--- src/rtl/min_detect_stream.sv ---
// Block-floating-point exponent detector: tracks the per-group minimum of re/im
// leading-sign counts over BLOCK_LEN accepted beats and reports it once per block.
module min_detect_stream #(
    parameter int CNT_W     = 5,
    parameter int LANES     = 16,
    parameter int GROUPS    = 2,
    parameter int BLOCK_LEN = 32,
    parameter int CNT_MAX   = 31
) (
    input  logic             clk,
    input  logic             rst,
    input  logic             i_valid,
    input  logic             i_clear,
    input  logic [CNT_W-1:0] i_cnt_re  [0:LANES-1],
    input  logic [CNT_W-1:0] i_cnt_im  [0:LANES-1],
    output logic             o_valid,
    output logic [CNT_W-1:0] o_min_cnt [0:GROUPS-1],
    output logic [CNT_W-1:0] o_min_all,
    output logic             o_busy
);

    localparam int GL    = LANES / GROUPS;
    localparam int CTR_W = (BLOCK_LEN > 1) ? $clog2(BLOCK_LEN) : 1;
    localparam logic [CTR_W-1:0] LAST_IDX = CTR_W'(BLOCK_LEN - 1);
    localparam logic [CNT_W-1:0] CMAX     = CNT_W'(CNT_MAX);

    if (LANES % GROUPS != 0) begin : g_bad_groups
        $error("min_detect_stream: LANES must be a multiple of GROUPS");
    end
    if (BLOCK_LEN < 1) begin : g_bad_block
        $error("min_detect_stream: BLOCK_LEN must be at least 1");
    end
    if (CNT_MAX > (2 ** CNT_W) - 1) begin : g_bad_max
        $error("min_detect_stream: CNT_MAX exceeds the count width");
    end

    logic [CTR_W-1:0] beat_cnt;
    logic [CTR_W-1:0] beat_idx;
    logic             beat_first;
    logic             beat_last;
    logic             s1_valid;
    logic             s1_first;
    logic             s1_last;
    logic [CNT_W-1:0] beat_min  [0:GROUPS-1];
    logic [CNT_W-1:0] s1_min    [0:GROUPS-1];
    logic [CNT_W-1:0] acc       [0:GROUPS-1];
    logic [CNT_W-1:0] candidate [0:GROUPS-1];
    logic [CNT_W-1:0] clamped   [0:GROUPS-1];
    logic [CNT_W-1:0] clamped_all;

    always_comb begin
        for (int g = 0; g < GROUPS; g++) begin
            beat_min[g] = '1;
            for (int l = 0; l < GL; l++) begin
                if (i_cnt_re[g*GL+l] < beat_min[g]) beat_min[g] = i_cnt_re[g*GL+l];
                if (i_cnt_im[g*GL+l] < beat_min[g]) beat_min[g] = i_cnt_im[g*GL+l];
            end
        end
    end

    // A clear makes the incoming beat index 0 of a fresh block
    assign beat_idx   = i_clear ? '0 : beat_cnt;
    assign beat_first = (beat_idx == '0);
    assign beat_last  = (beat_idx == LAST_IDX);

    always_comb begin
        clamped_all = CMAX;
        for (int g = 0; g < GROUPS; g++) begin
            candidate[g] = (s1_first || (s1_min[g] < acc[g])) ? s1_min[g] : acc[g];
            clamped[g]   = (candidate[g] > CMAX) ? CMAX : candidate[g];
            if (clamped[g] < clamped_all) clamped_all = clamped[g];
        end
    end

    always_ff @(posedge clk) begin
        if (rst) begin
            beat_cnt  <= '0;
            s1_valid  <= 1'b0;
            s1_first  <= 1'b0;
            s1_last   <= 1'b0;
            o_valid   <= 1'b0;
            o_min_all <= CMAX;
            for (int g = 0; g < GROUPS; g++) begin
                s1_min[g]    <= '1;
                acc[g]       <= '1;
                o_min_cnt[g] <= CMAX;
            end
        end else begin
            o_valid  <= 1'b0;
            s1_valid <= i_valid;
            s1_first <= beat_first;
            s1_last  <= beat_last;
            if (i_valid) begin
                beat_cnt <= beat_last ? '0 : beat_idx + CTR_W'(1);
                for (int g = 0; g < GROUPS; g++) s1_min[g] <= beat_min[g];
            end else begin
                beat_cnt <= beat_idx;
            end
            // Clear wins over a block whose last beat is sitting in stage 1
            if (i_clear) begin
                for (int g = 0; g < GROUPS; g++) acc[g] <= '1;
            end else if (s1_valid) begin
                for (int g = 0; g < GROUPS; g++) acc[g] <= candidate[g];
                if (s1_last) begin
                    o_valid   <= 1'b1;
                    o_min_all <= clamped_all;
                    for (int g = 0; g < GROUPS; g++) o_min_cnt[g] <= clamped[g];
                end
            end
        end
    end

    assign o_busy = (beat_cnt != '0) || s1_valid;

endmodule
--- config.mk ---
export PLATFORM = sky130hd
export DESIGN_NAME = min_detect_stream
export DESIGN_NICKNAME = d
export VERILOG_FILES = /design/src/rtl/min_detect_stream.sv
export SDC_FILE = /design/constraint.sdc
export NUM_CORES = 1
export LEC_CHECK = 0
export CORE_ASPECT_RATIO = 0.6
export CORE_UTILIZATION = 40
export DETAILED_ROUTE_END_ITERATION = 16
export PLACE_DENSITY = 0.6
export SLEW_MARGIN = 10
export SYNTH_ARGS = -nofsm -noshare
export SYNTH_HDL_FRONTEND = slang
export SYNTH_SLANG_ARGS = --single-unit
--- constraint.sdc ---
create_clock -name clk -period 56.9 [get_ports clk]
set_input_delay 11.38 -clock clk [delete_from_list [all_inputs] [get_ports clk]]
set_output_delay 11.38 -clock clk [all_outputs]
set_load 0.005 [all_outputs]
==> results.md, run 1 <==
- Crit start category: input pin
- Crit-path max cell delay: 0.52 ns
- CP Capture Type: register
- Number of gates resized after CTS: 0
- Via/cell ratio: 5.96
- Mapped Nets: 1429
- Total global routing track utilization: 23.4%
- Crit-path slowest cell: clkdlybuf4s50_1
- Post-synth ARST share: 0%
- Routed vias: 10100
- Initial DRC count: 1011
- YS warnings: 0
- Xor and xnor area share after synthesis: 0.190%
- Post-CTS Setup Bufs: 0
- Placed Instance Area: 11300 µm²
- Drt wl/cell: 16.9 µm
- Die H: 119 µm
- Run status: complete, no violations
- Yosys top cell area share: 7.62%
- Ports: 181
- Die Area: 23600 µm²
- Worst-Margin Slew: 1.15 ns
- CP delay by family, top: compound AO/OA/AOI/OAI gates
- Worst Path Required: 56.93 ns
- Max FO, Critical Path: 9
- RSZ-0062 raised after global routing: false
- Htree depth: 2
- Period minus WS final: 33.39 ns
- Slack of the critical path: 23.51 ns
- Setup WS pre-CTS: 23.55 ns
- Hold Buf Count CTS: 0
- Simple-gate share of the synthesized area: 21.0%
- Starting Density: 41.3%
- CP Buf/Inv Count: 15
- Finished Cell Area: 11400 µm²
- Layout area overhead: 24.4%
- Synth Area in Adders: 10.0%
- Register area: 1080 µm²
- Sink Count: 44
- GP Congestion: 0.994
- Final hold vios: 0
- Post-synthesis mux area share: 10.3%
- Synth area leaders: ha_1 (7.6%), edfxtp_1 (6.5%), mux2i_1 (5.9%)
- Share of cells above drive strength 1: 10.0%
- Worst skew pair latency: 0.29 ns
- WS Path Type: input pin to register
- Number of iterations in the first detailed-routing pass: 6
- Max-Cap Viols: 0
- Slew HR: 23.3%
- Clock Path Buffers: 2
- Number of synthesized flops with an enable pin: 20
- Final #Nets: 1597
- Part of the cycle the worst path needs: 58.7%
- Achievable frequency: 0.0300 GHz
- Gr ovfl total: 0
- Initial antenna violation count: 3
- Port Buffers: 180
- Root Buffer: clkbuf_16
- Synth Flop Type: dfxtp_1
- First-pass GRT wire length: 45500 µm
- Final setup TNS: 0 ns
- Clock skew: 0.00561 ns
- Multi-input gate area: 7550 µm²
- Worst Path Arrival: 33.42 ns
- Clk slew on worst S/H paths: 0.06 ns
- Row count: 42
- Synth Register Bits: 44
- Complex-gate fraction of the synthesized area: 40.6%
- Pin count of the biggest net entering global routing: 32
- Avg Cell Area, Syn: 7.61 µm²
- FILL cells: 2171
- CTS tree: done
- Total CTS buffers: 5
- Seq/Total Area, Yosys: 11.8%
- DRC violations left: 0
- Vias in the first global route: 8596
- Crit path top cell by count: ha_1
- Die W: 198 µm
- Hold Path Class: register to register
- Netlist Area Pre-Place: 9200 µm²
- Largest family of logic cells by synthesized area: compound AO/OA/AOI/OAI gates
- Netlist cell types: 124
- Detailed Place HPWL: 23700 µm
- Final setup vio count: 0
- Max-slew violation count: 0
- Routed wire length: 28500 µm
- Cells after Synth: 1209
- Core area: 22300 µm²
- Dominant cell type by area after synthesis: ha_1
- Post-DRT Antenna Nets: 0
==> cell usage after synthesis, drive strengths merged (24+ instances only) <==
master	instances
a21oi	77
o211ai	35
nand2	93
inv	116
nand3	29
dfxtp	24
ha	56
nor2	108
nand2b	28
a211oi	24
o21ai	72
a211o	32
mux2i	57
mux2	30
==> area by class of cell <==
type                       instances  share of cell area [%]
multi-input combinational       1029                    66.1
clock buffer                       6                    1.13
sequential                        44                    9.45
clock inverter                     2                   0.306
inverter                         116                    3.81
antenna                            3                  0.0656
tap                              308                    3.37
timing repair buffer             181                    15.8
==> worst reg2reg max path, cell delays in order (launching register included) <==
cell,delay [ns]
edfxtp_1,0.46
ha_1,0.32
a21oi_1,0.05
nor2b_1,0.10
o21ai_0,0.07
nand2b_1,0.07
a21oi_1,0.06
nor2_1,0.43
mux2i_1,0.44
ha_1,0.30
a21o_1,0.15
a21oi_1,0.15
nor2b_1,0.06
o21ai_0,0.15
nand2b_1,0.21
mux2_2,0.29
nor2_1,0.04
a211o_1,0.29
==> metrics by stage <==
stage / util, % / hold slack [ns] / std cells
after floorplan: - / 0.461 / 1209
after global placement: 50.6 / 0.442 / 1678
after detailed placement: 50.6 / 0.449 / 1678
after CTS: 51.3 / 0.464 / 1686
after global routing: 51.3 / 0.485 / 1687
final: 51.3 / 0.460 / 1689
==> layer usage <==
layer	vias to the layer above	track usage [%]	wire length, µm
met5	-	0	0
met4	0	2.47	211
met3	13	3.65	2380
met2	412	29.9	10300
met1	4604	39.6	15600
li1	5039	-	-
==> placed cells by master, fill, tap and decap left out, types with 6 or more instances in the layout <==
cell type	n
nand3_1	28
edfxtp_1	20
or2_2	15
nor2_1	106
nand2_1	93
a221oi_1	9
a211oi_1	22
clkdlybuf4s50_1	180
a22oi_1	8
dfxtp_1	24
o21a_1	20
or3_1	8
a31oi_1	16
a21oi_1	73
and3_1	6
maj3_1	22
and2_1	6
inv_1	116
mux2i_1	54
o21ai_0	66
o22ai_1	18
a41oi_1	7
a211o_1	30
nor3_1	17
o211a_1	9
mux2_2	27
nand2b_1	28
o31a_1	6
a311oi_1	7
o211ai_1	33
o31ai_1	19
o221ai_1	7
nor2b_1	17
a21o_1	14
ha_1	56
o2111ai_1	6
nand3b_1	7
==> cells by family after synthesis <==
group	after synthesis
DFF	44
AOI/OAI and AO/OA	483
adders and majority gates	78
buffers and inverters	136
and+or+nand+nor	379
muxes	87
xor gates and xnor gates	2
==> final timing paths <==
| kind | from | to | slack (ns) | cells past startpoint |
|---|---|---|---|---|
| worst max-delay path | i_cnt_re[77] | s1_min[0][2] | 23.51 | 102 |
| worst min register to register | o_min_cnt[3] | o_min_cnt[3] | 0.46 | 1 |
| worst max register to register | s1_min[0][1] | o_min_all[0] | 53.17 | 17 |
| worst min-delay path | o_min_cnt[3] | o_min_cnt[3] | 0.46 | 1 |
==> registers in the layout (all words and copies together) (netlist names) <==
register	count
acc	10
beat_cnt	5
o_min_all	5
o_min_cnt	10
o_valid	1
s1_first	1
s1_last	1
s1_min	10
s1_valid	1
Power of run 1 is left out: the tool's default activity adds up to more than one toggle a clock period on the data nets, which glitch-free logic cannot reach.
==> run 2, diff against run 1 <==
==> constraint.sdc (replaced) <==
create_clock -name clk -period 33.7 [get_ports clk]
set_input_delay 6.74 -clock clk [delete_from_list [all_inputs] [get_ports clk]]
set_output_delay 6.74 -clock clk [all_outputs]
set_load 0.005 [all_outputs]
==> results.md, run 2 (synthesized netlist as in run 1, its figures left out) <==
- Via/cell ratio: 5.99 (+0.57%)
- Crit-path slowest cell: clkdlybuf4s50_1
- Hold Path Class: register to register
- CP Capture Type: register
- Hold path cells: 1 (unchanged)
- FILL cells: 2145 (-1.2%)
- Top flop regs: acc x10, o_min_cnt x10, s1_min x10
- CP Buf/Inv Count: 15 (unchanged)
- WS Path Type: input pin to register
- Placed Instance Area: 11300 µm² (unchanged)
- Total global routing track utilization: 23.9% (+0.49 points)
- Post-Place Cells: 1678 (unchanged)
- Finished Cell Area: 11400 µm² (about the same)
- Post-route non-filler standard cell count: 1689 (unchanged)
- Initial DRC count: 915 (-9.5%)
- CP Launch Point: i_cnt_re[77]
- Row count: 42 (unchanged)
- Most frequent cells in the layout: clkdlybuf4s50_1 (180), inv_1 (116), nor2_1 (106)
- Multi-input gate area: 7550 µm² (unchanged)
- CP endpoint: s1_min[0][2]
- Die W: 198 µm (unchanged)
- Root Buffer: clkbuf_16
- Final #Nets: 1597 (unchanged)
- Clk slew on worst S/H paths: 0.06 ns (about the same)
- Crit-path max cell delay: 0.51 ns (about the same)
- GP Congestion: 0.993 (about the same)
- Share of cells above drive strength 1: 10.0% (unchanged)
- Worst skew pair latency: 0.29 ns (about the same)
- Post-CTS Setup Bufs: 0 (unchanged)
- Routed vias: 10100 (+0.57%)
- Max FO, Critical Path: 9 (unchanged)
- Detailed Place HPWL: 24000 µm (+1.5%)
- Gr ovfl total: 0 (unchanged)
- Number of iterations in the first detailed-routing pass: 5 (-1)
- RSZ-0062 raised after global routing: false
- Run status: complete, no violations
- Core area: 22300 µm² (unchanged)
- Commonest non-fill, non-tap cell in the layout: clkdlybuf4s50_1
- Sink Count: 44 (unchanged)
- Part of the cycle the worst path needs: 85.3%
- Critical path depth: 102 (unchanged)
- FF-to-FF setup slack: 29.87 ns (-23.30 ns)
- Routed wire length: 28900 µm (+1.3%)
- Reg2Reg Capture Point: o_min_all[0]
- Crit path top cell by count: ha_1
- Max-Cap Viols: 0 (unchanged)
- Worst-Margin Slew: 1.09 ns (-0.0609 ns)
- Achievable frequency: 0.0348 GHz
- Post-DRT Antenna Nets: 0 (unchanged)
- DRC violations left: 0 (unchanged)
- Htree depth: 2 (unchanged)
- Worst Path Arrival: 28.79 ns (-4.63 ns)
- Clock skew: 0.00666 ns (+0.00106 ns)
- Drt wl/cell: 17.1 µm (+1.3%)
- Final setup vio count: 0 (unchanged)
- Final hold vios: 0 (unchanged)
- Starting Density: 41.3% (unchanged)
- CP delay by family, top: compound AO/OA/AOI/OAI gates
- Final setup TNS: 0 ns (unchanged)
- Max-slew violation count: 0 (unchanged)
- Initial antenna violation count: 3 (unchanged)
- R2r worst-path depth: 17 (unchanged)
- Port Buffers: 180 (unchanged)
- Clock Path Buffers: 2 (unchanged)
- Hold Buf Count CTS: 0 (unchanged)
- Crit start category: input pin
- Register area: 1080 µm² (unchanged)
- Number of gates resized after CTS: 0 (unchanged)
- Worst Path Required: 33.74 ns (-23.19 ns)
- Die H: 119 µm (unchanged)
- Die Area: 23600 µm² (unchanged)
- Ports: 181 (unchanged)
- Slew HR: 27.4% (+4.1 points)
- Total CTS buffers: 5 (unchanged)
- Period minus WS final: 28.75 ns
- Worst R2R Start: s1_min[0][1]
- Pin count of the biggest net entering global routing: 32 (unchanged)
- Layout area overhead: 24.3% (about the same)
- First-pass GRT wire length: 46600 µm (+2.4%)
- Vias in the first global route: 8930 (+3.9%)
- CTS tree: done
-- run 2: cell count changes in the layout (fill, tap and decap cells not counted) --
cell | before | now
bufinv_16 | 1 | 0
clkinv_2 | 1 | 0
clkbuf_8 | 0 | 2
-- run 2: how the worst min path moves through the flow --
stage,start,endpoint,slack [ns]
after floorplan,o_min_all[4],o_min_all[4],0.46
after global placement,o_min_cnt[3],o_min_cnt[3],0.44
after detailed placement,o_min_cnt[4],o_min_cnt[4],0.45
after CTS,o_min_cnt[4],o_min_cnt[4],0.46
after global routing,o_min_cnt[4],o_min_cnt[4],0.48
final,o_min_cnt[3],o_min_cnt[3],0.46
-- run 2: worst reg2reg max path, stage by stage (launching register included) --
cell,delay (ns)
edfxtp_1,0.46
ha_1,0.32
a21oi_1,0.05
nor2b_1,0.10
o21ai_0,0.08
nand2b_1,0.07
a21oi_1,0.06
nor2_1,0.46
mux2i_1,0.45
ha_1,0.30
a21o_1,0.15
a21oi_1,0.15
nor2b_1,0.06
o21ai_0,0.16
nand2b_1,0.22
mux2_2,0.29
nor2_1,0.04
a211o_1,0.30
-- run 2: cell type report --
type                       count  area share, %
inverter                     116           3.81
multi-input combinational   1029           66.1
tap                          308           3.37
clock buffer                   8           1.37
timing repair buffer         181           15.8
sequential                    44           9.46
antenna                        3         0.0657
-- run 2: metrics by stage --
stage               util (%)  setup WS, ns  hold slack [ns]
finish                  51.3          4.95            0.460
global route            51.3          3.24            0.479
CTS                     51.3          5.26            0.463
detailed placement      50.6          5.07            0.448
global placement        50.6          4.96            0.442
floorplan                  -          8.38            0.461
-- run 2: layer usage --
metal | part of all wire [%] | up-vias | routed length (µm) | GRT usage [%]
li1 | - | 5052 | - | -
met1 | 54 | 4664 | 15600 | 39.8
met2 | 38 | 395 | 10900 | 31.6
met3 | 7.8 | 14 | 2260 | 3.82
met4 | 0.44 | 0 | 127 | 1.99
met5 | 0 | - | 0 | 0
Power of run 2 is left out for the same reason.
